$ cat src/rtl/lsu_store_queue.sv
// lsu_store_queue: speculative + committed store FIFOs feeding dcache writes, with page-offset alias detection for loads.
module lsu_store_queue #(
    parameter int DEPTH_SPEC   = 4,
    parameter int DEPTH_COMMIT = 4,
    parameter int PLEN         = 56,
    parameter int DATA_W       = 64
) (
    input  logic                clk_i,
    input  logic                rst_i,
    input  logic                flush_i,
    input  logic                st_valid_i,
    output logic                st_ready_o,
    input  logic [PLEN-1:0]     st_paddr_i,
    input  logic [DATA_W-1:0]   st_data_i,
    input  logic [DATA_W/8-1:0] st_be_i,
    input  logic [1:0]          st_size_i,
    input  logic                commit_i,
    output logic                commit_ready_o,
    input  logic [11:0]         ld_page_offset_i,
    output logic                ld_match_o,
    output logic                no_st_pending_o,
    output logic                req_o,
    input  logic                gnt_i,
    output logic [PLEN-1:0]     req_paddr_o,
    output logic [DATA_W-1:0]   req_data_o,
    output logic [DATA_W/8-1:0] req_be_o,
    output logic [1:0]          req_size_o
);
    localparam int BE_W = DATA_W / 8;
    localparam int SW   = $clog2(DEPTH_SPEC);
    localparam int CW   = $clog2(DEPTH_COMMIT);

    typedef struct packed {
        logic [PLEN-1:0]   paddr;
        logic [DATA_W-1:0] data;
        logic [BE_W-1:0]   be;
        logic [1:0]        size;
    } entry_t;

    entry_t spec_q [DEPTH_SPEC];
    entry_t commit_q [DEPTH_COMMIT];
    logic [DEPTH_SPEC-1:0]   spec_valid;
    logic [DEPTH_COMMIT-1:0] commit_valid;
    logic [SW-1:0] spec_rptr, spec_wptr;
    logic [SW:0]   spec_cnt;
    logic [CW-1:0] commit_rptr, commit_wptr;
    logic [CW:0]   commit_cnt;
    logic push, commit, pop;
    logic unused_ok;

    assign st_ready_o      = spec_cnt < (SW+1)'(DEPTH_SPEC);
    assign commit_ready_o  = commit_cnt < (CW+1)'(DEPTH_COMMIT);
    assign req_o           = commit_cnt != '0;
    assign no_st_pending_o = (spec_cnt == '0) && (commit_cnt == '0);
    assign req_paddr_o     = commit_q[commit_rptr].paddr;
    assign req_data_o      = commit_q[commit_rptr].data;
    assign req_be_o        = commit_q[commit_rptr].be;
    assign req_size_o      = commit_q[commit_rptr].size;
    assign unused_ok       = ^ld_page_offset_i[2:0];

    // A push racing a flush is dropped; a commit racing a flush still moves the head.
    assign push   = st_valid_i && st_ready_o && !flush_i;
    assign commit = commit_i && commit_ready_o && (spec_cnt != '0);
    assign pop    = req_o && gnt_i;

    always_ff @(posedge clk_i or posedge rst_i) begin
        if (rst_i) begin
            spec_rptr    <= '0;
            spec_wptr    <= '0;
            spec_cnt     <= '0;
            spec_valid   <= '0;
            commit_rptr  <= '0;
            commit_wptr  <= '0;
            commit_cnt   <= '0;
            commit_valid <= '0;
        end else begin
            if (flush_i) begin
                spec_rptr  <= '0;
                spec_wptr  <= '0;
                spec_cnt   <= '0;
                spec_valid <= '0;
            end else begin
                spec_rptr  <= commit ? spec_rptr + SW'(1) : spec_rptr;
                spec_wptr  <= push ? spec_wptr + SW'(1) : spec_wptr;
                spec_cnt   <= spec_cnt + (SW+1)'(push) - (SW+1)'(commit);
                spec_valid <= (spec_valid | (push ? DEPTH_SPEC'(1) << spec_wptr : '0))
                              & ~(commit ? DEPTH_SPEC'(1) << spec_rptr : '0);
            end
            commit_rptr  <= pop ? commit_rptr + CW'(1) : commit_rptr;
            commit_wptr  <= commit ? commit_wptr + CW'(1) : commit_wptr;
            commit_cnt   <= commit_cnt + (CW+1)'(commit) - (CW+1)'(pop);
            commit_valid <= (commit_valid | (commit ? DEPTH_COMMIT'(1) << commit_wptr : '0))
                            & ~(pop ? DEPTH_COMMIT'(1) << commit_rptr : '0);
        end
    end

    always_ff @(posedge clk_i) begin
        if (push)
            spec_q[spec_wptr] <= '{paddr: st_paddr_i, data: st_data_i, be: st_be_i, size: st_size_i};
        if (commit)
            commit_q[commit_wptr] <= spec_q[spec_rptr];
    end

    // Only registered valid bits count, so an entry being written this cycle never matches.
    always_comb begin
        ld_match_o = 1'b0;
        for (int i = 0; i < DEPTH_SPEC; i++)
            if (spec_valid[i] && spec_q[i].paddr[11:3] == ld_page_offset_i[11:3])
                ld_match_o = 1'b1;
        for (int i = 0; i < DEPTH_COMMIT; i++)
            if (commit_valid[i] && commit_q[i].paddr[11:3] == ld_page_offset_i[11:3])
                ld_match_o = 1'b1;
    end

    always @(posedge clk_i)
        if (!rst_i)
            assert (!(commit_i && spec_cnt == '0));
endmodule
$ cat config.mk
export PLATFORM = sky130hd
export DESIGN_NAME = lsu_store_queue
export DESIGN_NICKNAME = d
export VERILOG_FILES = /design/src/rtl/lsu_store_queue.sv
export SDC_FILE = /design/constraint.sdc
export NUM_CORES = 1
export LEC_CHECK = 0
export ABC_AREA = 0
export BUFFER_PORTS_ARGS = -buffer_cell sky130_fd_sc_hd__buf_2
export CORE_ASPECT_RATIO = 1.4
export CORE_UTILIZATION = 58
export DETAILED_ROUTE_END_ITERATION = 8
export PLACE_DENSITY = 0.77
export SETUP_SLACK_MARGIN = 0.3
export SLEW_MARGIN = 40
export SYNTH_ARGS = -nofsm -noshare
export SYNTH_HDL_FRONTEND = slang
export SYNTH_SLANG_ARGS = --single-unit
$ cat constraint.sdc
create_clock -name clk_i -period 12.7 [get_ports clk_i]
set_clock_uncertainty 0.05 [all_clocks]
set_input_delay 0.635 -clock clk_i [delete_from_list [all_inputs] [get_ports clk_i]]
set_output_delay 0.635 -clock clk_i [all_outputs]
set_load 0.02 [all_outputs]
== Word-level counts from Yosys, hierarchy flattened ==
Memory sizes are Yosys's and may differ from the RTL's.
Index checks and enable logic that the tools add are counted.
Word-level totals
  register bits: 22
  bits in writable memories: 1040
  input bits: 148
  output and inout bits: 135
  logic and storage cells: 81
  memories: 2
Operators by class
  add/subtract/negate cells: 8
  order comparisons: 2
  equality and inequality tests: 8
  shifts and indexed selects: 4
  muxes and demuxes: 22
  bitwise gates (word level): 6
  reduce and logical (&&, ||, !) cells: 21
Memory list
  commit_q: words 4, width 130, read ports 5, clocked after Yosys merged registers in 0, wr ports 1, RTL line 41  | entry_t commit_q [DEPTH_COMMIT];
  spec_q: words 4, width 130, read ports 5, clocked after Yosys merged registers in 0, wr ports 1, RTL line 40  | entry_t spec_q [DEPTH_SPEC];
Operators with widths (number)
  equality test 9 bit: 8
  2-to-1 mux 4 bit: 5
  left shift 1 x 2 -> 4 bit, first input constant: 4
  logical AND 1 bit: 14
  2-to-1 mux 1 bit: 12
  adder 2 x 1 -> 2 bit, second input constant: 4
  bitwise AND 4 bit: 2
  2-to-1 mux 2 bit: 4
  NOT 4 bit: 2
  OR 4 bit: 2
  adder 3 x 1 -> 3 bit: 2
  logical NOT 3 bit: 2
  less-than comparator 3 bit, second input constant: 2
  nonzero test 3 bit: 2
  subtractor 3 x 1 -> 3 bit: 2
  nonzero test 2 bit: 2
  2-to-1 mux 3 bit: 1
  logical NOT 1 bit: 1

== Longest topological paths before layout ==
Gate-level depths: netlist of the first run.
  word-level depth: 10
  gate-level depth with buffers: 11
  gate-level depth less buffers: 11

== Worst setup path after synthesis of the first run ==
No wires, ideal clock.
  kind: input-to-reg
  start: input st_valid_i
  end: memory spec_q[0][0] (netlist bit), enable pin
  arrival time: 3958 ps
  data required time: 12144 ps
  path slack: 8186 ps
  stages on the path: 3
  cell sequence: nand2_1 -> nor2_1 -> and2_1
On the way
  word-level cells in the longest chain between the ends: 4
RTL lines
  start: declaration: RTL line 11  | input logic st_valid_i,
  logical AND 1 bit (2 in series): RTL line 62  | assign push = st_valid_i && st_ready_o && !flush_i;
  2-to-1 mux 1 bit: RTL line 98  | if (push)
  2-to-1 mux 1 bit (implied by the code): RTL line 99  | spec_q[spec_wptr] <= '{paddr: st_paddr_i, data: st_data_i, be: st_be_i, size: st_size_i};
  end: declaration: RTL line 40
Every way passes these cells.

== Worst setup path after layout of the first run ==
  start: register commit_rptr[1]
  end: output req_data_o[28]
On the way
  word-level cells in the longest chain between the ends: 1
RTL lines
  start: declaration: RTL line 46  | logic [CW-1:0] commit_rptr, commit_wptr;
  start signal: assignment: RTL line 89  | commit_rptr <= pop ? commit_rptr + CW'(1) : commit_rptr;
  memory (4 x 130 bit)
  end: declaration: RTL line 25  | output logic [DATA_W-1:0] req_data_o,
Every way passes these cells.

==> metrics.yaml, run 1 <==
synth:
  synthMuxAreaShare: 0.1483
  synth-xor-area-share: 0.01768
  synth_adder_area_share: 0.007326
  synth_nets: 1750
  synthTopCellsByArea: "edfxtp_1 79%, mux4_2 15%, xor2_1 1.4%, dfrtp_1 1.4%, ha_1 0.63%"
  seq_area_frac_synth: 0.8020
  synth_top_family_by_area: "multiplexers"
  synth_compound_area_frac: 0.002274
  ys_ff_latch: 1062
  synthCells: 1580
  syn_area_um2: 39620
  yosys.area.top_type: "edfxtp_1"
  synth_top_area_share: 0.7882
  syn_avg_cell_area_um2: 25.08
  yosysWarnings: 0
  synth_simple_gate_area_share: 0.007863
  synth_cell_types: 26
finish:
  final_util: 0.6669
  seqCellArea_um2: 31800
  stdcell_count: 2868
  multi_input_area_um2: 7288
  final_cell_mix: "1040 x edfxtp_1, 279 x buf_2, 260 x mux4_2"
  fillers: 4123
  final_common_cell: "edfxtp_1"
  drive_above_1_share: 0.3604
  final_nets: 2086
  final_area_um2: 45160
  syn_to_final_growth_pct: 13.98
sta:
  fin_hold_ws_ns: 0.1320
  setup-tns-final_ns: 0
  slew_headroom: 0.4408
  layout_min_cycle_time_ns: 4.234
  fmax_mhz: 236.2
  worst_slew_pin_slew_ns: 0.8388
  hold_viol: 0
  rsz0062_at_grt: "no"
  finalCritPeriodShare: 0.3334
  fin_ws_ns: 8.466
  drv_slew: 0
  setup_violations: 0
drt:
  drtPass1Iterations: 7
  drt-met1-wl_um: 28720
  vias: 17380
  drt-initial-drc-count: 1421
  antenna_left: 0
  wl_met2_um: 42160
  wirelength_um: 78440
  maxUsedRoutingLayer: "met5"
  drc: 0
  wl_met3_um: 4788
  drt-wirelength-per-cell_um: 27.35
  viasPerCell: 6.059
place:
  dp_slack_ns: 9.091
  place_congestion: 0.8179
  placed_cell_area_um2: 42060
  portBuffers: 279
  dp_cells: 2680
  dpl.hpwl_um: 44980
floorplanning:
  core-area_um2: 67720
  io_pins: 283
  die_h_um: 311.3
  start_util: 0.5851
  die-width_um: 222.9
  rows: 113
  die_area_um2: 69380
global_routing:
  grt_pass1_vias: 18630
  grt_start_max_net_pins: 66
  gr-total-overflow: 0
  antenna_found_initial: 24
  track_usage: 0.2310
  grt_pass1_wl_um: 115900
hold_path:
  hp-class: "in2reg"
  whs_path_depth: 1
  holdPathEnd: "spec_q[0][112]"
  hold_start: "st_paddr_i[38]"
cts:
  cts-htree-levels: 3
  clk_pin_slew_worst_paths_ns: 0.06
  clk_latency_ns: 0.66
  cts_tree: "built"
  numCtsBuffers: 95
  cts_resized: 0
  clockBufferDepth: 3
  cts_sinks: 1062
  root_buffer: "clkbuf_16"
setup_path:
  critical_path_peak_fanout: 55
  crit_arrival_ns: 3.55
  crit_path_start_kind: "flip-flop"
  cp-end-kind: "primary output"
  ff2ff_setup_slack_ns: 9.66
  criticalPathCategory: "reg2out"
  reg2reg_depth: 5
  rr_endpoint: "commit_q[2][116]"
  worstPathRequired_ns: 12.02
  r2r-start: "commit_cnt[2]"
run:
  cap_viol_max_count: 0
status:
  status: "finished clean"
power_and_ir_drop:
  p_clk_frac: 0.303
  internal_power_mw: 6.747
  power_mw: 9.324
  power.density_nw_per_um2: 206.4
  netSwitchingFraction: 0.2763
  ir_worst_vdd_uv: 153.2
  power_frac_seq: 0.470
  p_leak_nw: 14.67
  pwr-share-comb: 0.227
  p_sw_mw: 2.577
-- power groups by stage --
stage / registers (mW) / logic [mW] / clock network (mW)
2_1_floorplan: 4.41 / 1.53 / 0
3_3_place_gp: 4.50 / 2.00 / 0
3_5_place_dp: 4.46 / 2.15 / 0
4_1_cts: 4.39 / 2.16 / 2.87
5_1_grt: 4.41 / 2.25 / 2.98
6_report: 4.39 / 2.12 / 2.82
-- critical path, cell delays in order (launching register included) --
cell,delay (ns)
dfrtp_4,0.83
buf_4,0.66
buf_6,0.56
mux4_2,0.44
buf_2,0.19
-- worst max path at each step --
stage | start | endpoint | slack (ns) | cells after the start
floorplan | st_valid_i | spec_q[0][0] | 8.19 | 3
CTS | commit_rptr[1] | req_data_o[2] | 8.38 | 4
detailed placement | commit_rptr[1] | req_data_o[26] | 9.09 | 4
finish | commit_rptr[1] | req_data_o[28] | 8.47 | 4
global route | commit_rptr[1] | req_be_o[6] | 8.35 | 4
global placement | commit_i | commit_q[1][29] | 8.75 | 4
-- registers in the layout, indices dropped and copies added, names as in the netlist --
register / flops
commit_wptr: 2
commit_cnt: 3
spec_valid: 4
spec_rptr: 2
spec_wptr: 2
commit_valid: 4
commit_rptr: 2
commit_q: 520
spec_q: 520
spec_cnt: 3
-- routing by layer --
metal	GRT usage	vias to the layer above
met4	0.1025	22
met3	0.04516	155
met2	0.4036	606
met1	0.2797	9212
met5	0	-
li1	-	7382
-- layout make-up --
cell class | count | share of cell area
multi-input cells | 428 | 0.1614
inverters | 18 | 0.001496
clock buffers | 120 | 0.05682
repair buffers | 311 | 0.04075
clock inverters | 53 | 0.01092
flip-flops and latches | 1062 | 0.7040
well taps | 862 | 0.02388
diodes | 14 | 0.0007757
-- Yosys cell counts --
library cell / number
a2bb2oi_1: 8
and2_1: 9
buf_2: 30
buf_4: 11
buf_6: 21
clkbuf_1: 9
clkbuf_2: 1
dfrtp_1: 22
edfxtp_1: 1040
fa_1: 2
ha_1: 20
inv_1: 18
mux2i_1: 2
mux4_2: 260
nand2_1: 3
nand4_1: 10
nor2_1: 7
nor2b_1: 5
nor4_1: 17
o21ai_0: 1
o21ai_1: 1
o311a_1: 1
or2_2: 1
or3_4: 1
xnor2_1: 15
xor2_1: 65
-- repair_timing --
action                                  4_1_cts  5_1_grt
setup buffers                                 0        0
hold endpoints to repair                     22        0
endpoints found under the setup margin        0        0
hold buffers                                  1        0
-- cell families (layout without fill, tap and decap cells) --
| group | after synthesis | after routing |
|---|---|---|
| flip-flops | 1062 | 1062 |
| multiplexers | 262 | 262 |
| buffers and inverters | 90 | 502 |
| XOR/XNOR | 80 | 80 |
| AND/OR/NAND/NOR | 53 | 53 |
| adder cells (fa/ha/maj) | 22 | 22 |
| AO/OA/AOI/OAI | 11 | 11 |
| other | 0 | 14 |
(Power assumes the default switching activity.)
==> run 2, diff against run 1 <==
==> constraint.sdc (replaced) <==
create_clock -name clk_i -period 4.3 [get_ports clk_i]
set_clock_uncertainty 0.05 [all_clocks]
set_input_delay 0.215 -clock clk_i [delete_from_list [all_inputs] [get_ports clk_i]]
set_output_delay 0.215 -clock clk_i [all_outputs]
set_load 0.02 [all_outputs]
==> metrics.yaml, run 2 (synthesis results as in run 1) <==
global_routing:
  grt_pass1_wl_um: 120600  # +4.0%
  track_usage: 0.2400  # +0.008959
  antenna_found_initial: 12  # -50%
  grt_pass1_vias: 19610  # +5.3%
  grt_start_max_net_pins: 88  # +33%
  gr-total-overflow: 0  # unchanged
cts:
  clk_pin_slew_worst_paths_ns: 0.06  # about the same
  cts_resized: 0  # unchanged
  numCtsBuffers: 95  # unchanged
  clk_latency_ns: 0.66  # about the same
  clockBufferDepth: 3  # unchanged
  cts_tree: "built"
  root_buffer: "clkbuf_16"
  cts_sinks: 1062  # unchanged
  cts-htree-levels: 3  # unchanged
floorplanning:
  die-width_um: 222.9  # unchanged
  io_pins: 283  # unchanged
  start_util: 0.5851  # unchanged
  core-area_um2: 67720  # unchanged
  die_area_um2: 69380  # unchanged
  rows: 113  # unchanged
  die_h_um: 311.3  # unchanged
setup_path:
  cp_slowest_cell: "dfrtp_4"
  worstPathRequired_ns: 4.03  # -7.99 ns
  criticalPathCategory: "reg2out"
  cp-end-kind: "primary output"
  crit_top_cell: "buf_12"
  path_cells: "buf_12 -> buf_12 -> mux4_2 -> buf_2"
  crit_path_start_kind: "flip-flop"
  max_stage_delay_ns: 0.67  # -0.16 ns
  crit_arrival_ns: 2.68  # -0.87 ns
  critical_path_peak_fanout: 31  # -44%
power_and_ir_drop:
  internal_power_mw: 19.96  # +200%
  netSwitchingFraction: 0.2785  # +0.002189
  p_leak_nw: 15.22  # +3.8%
  pwr-share-comb: 0.231  # +0.004
  power_frac_seq: 0.469  # about the same
  ir_worst_vdd_uv: 433.5  # +180%
  power.density_nw_per_um2: 594.9  # +190%
  power_mw: 27.66  # +200%
  p_clk_frac: 0.300  # -0.003
  p_sw_mw: 7.705  # +200%
status:
  status: "finished clean"
hold_path:
  hp-class: "in2reg"
sta:
  hold_viol: 0  # unchanged
  rsz0062_at_grt: "no"
  fin_ws_ns: 1.352  # -7.114 ns
  worst_slew_pin_slew_ns: 0.7143  # -0.1245 ns
  fmax_mhz: 339.2
  slew_headroom: 0.5238  # +0.08302
  drv_slew: 0  # unchanged
  setup-tns-final_ns: 0  # unchanged
  finalCritPeriodShare: 0.6856
  layout_min_cycle_time_ns: 2.948
  setup_violations: 0  # unchanged
place:
  portBuffers: 279  # unchanged
  place_congestion: 0.8173  # about the same
  dpl.hpwl_um: 44650  # -0.72%
  dp_cells: 2679  # -0.037%
  dp_slack_ns: 1.647  # -7.444 ns
drt:
  antenna_left: 0  # unchanged
  drc: 0  # unchanged
  drtPass1Iterations: 7  # unchanged
  vias: 18040  # +3.8%
  viasPerCell: 6.015  # -0.72%
  drt-initial-drc-count: 1500  # +5.6%
  wirelength_um: 80620  # +2.8%
  drt-wirelength-per-cell_um: 26.88  # -1.7%
finish:
  reg_top3: "commit_q: 520 flops, spec_q: 520 flops"
  final_cell_mix: "1040 x edfxtp_1, 279 x buf_2, 260 x mux4_2"
  drive_above_1_share: 0.3402  # -0.02021
  stdcell_count: 2999  # +4.6%
  final_common_cell: "edfxtp_1"
  syn_to_final_growth_pct: 17.35
  final_nets: 2218  # +6.3%
run:
  cap_viol_max_count: 0  # unchanged
==> run 2: changes by cell type in the layout (fill, tap and decap cells not counted), moves of 3 or more <==
| cell | before | now |
|---|---|---|
| dlygate4sd3_1 | 1 | 133 |
| clkbuf_1 | 20 | 14 |
| buf_6 | 13 | 3 |
| clkbuf_8 | 1 | 4 |
| buf_12 | 9 | 16 |
| buf_4 | 7 | 12 |
==> run 2: metrics by stage <==
step                      area [um2]  hold slack [ns]    util
after CTS                      46450          0.03697  0.6859
after global placement         42040           0.3741  0.6207
after detailed placement       42050           0.2217  0.6209
after floorplan                39630           0.1542       -
after global routing           46490          0.09579  0.6865
final                          46500          0.08684  0.6866
==> run 2: final timing paths <==
path	start	endpoint	slack [ns]	cells after the start
max in group asynchronous	rst_i	commit_rptr[1]	3.71	3
worst min register to register	commit_cnt[0]	commit_cnt[0]	0.47	1
worst max register to register	commit_cnt[2]	commit_cnt[2]	1.64	10
min in group asynchronous	rst_i	commit_cnt[1]	0.10	3
worst min-delay path	gnt_i	commit_rptr[0]	0.09	3
worst max-delay path	commit_rptr[0]	req_paddr_o[0]	1.35	4
==> run 2: worst max-delay path: cells and delay by family, from the launching register on <==
kind / cells / cell delay, ns
mux: 1 / 0.58
buf+inv: 3 / 0.74
flops: 1 / 0.67
==> run 2: power groups by stage <==
stage / Sequential [mW] / Combinational, mW / Clock (mW)
floorplan: 13.0 / 4.52 / 0
detailed placement: 13.2 / 6.28 / 0
global placement: 13.2 / 6.15 / 0
global route: 13.0 / 6.79 / 8.80
CTS: 13.0 / 6.43 / 8.43
finish: 13.0 / 6.39 / 8.30
==> run 2: timing repair <==
item	4_1_cts	5_1_grt
hold buffers	133	0
setup endpoints to repair	0	0
buffers inserted	0	0
endpoints found under the hold margin	553	0
==> run 2: cell type report <==
class                           instances  area, um2
Sequential cell                      1062      31800
Fill cell                            3990      21230
Multi-Input combinational cell        428       7288
Timing Repair Buffer                  443       3172
Clock buffer                          116       2560
Tap cell                              862       1079
Clock inverter                         58      506.7
Inverter                               18      67.56
Antenna cell                           12      30.03
==> run 2: metal layers <==
| layer | routed length, um | share of wire | global-route usage |
|---|---|---|---|
| met2 | 42760 | 0.53 | 0.4233 |
| met3 | 5299 | 0.066 | 0.04215 |
| met4 | 2786 | 0.035 | 0.1028 |
| met1 | 29770 | 0.37 | 0.2917 |
| met5 | 10 | 0.00012 | 0 |
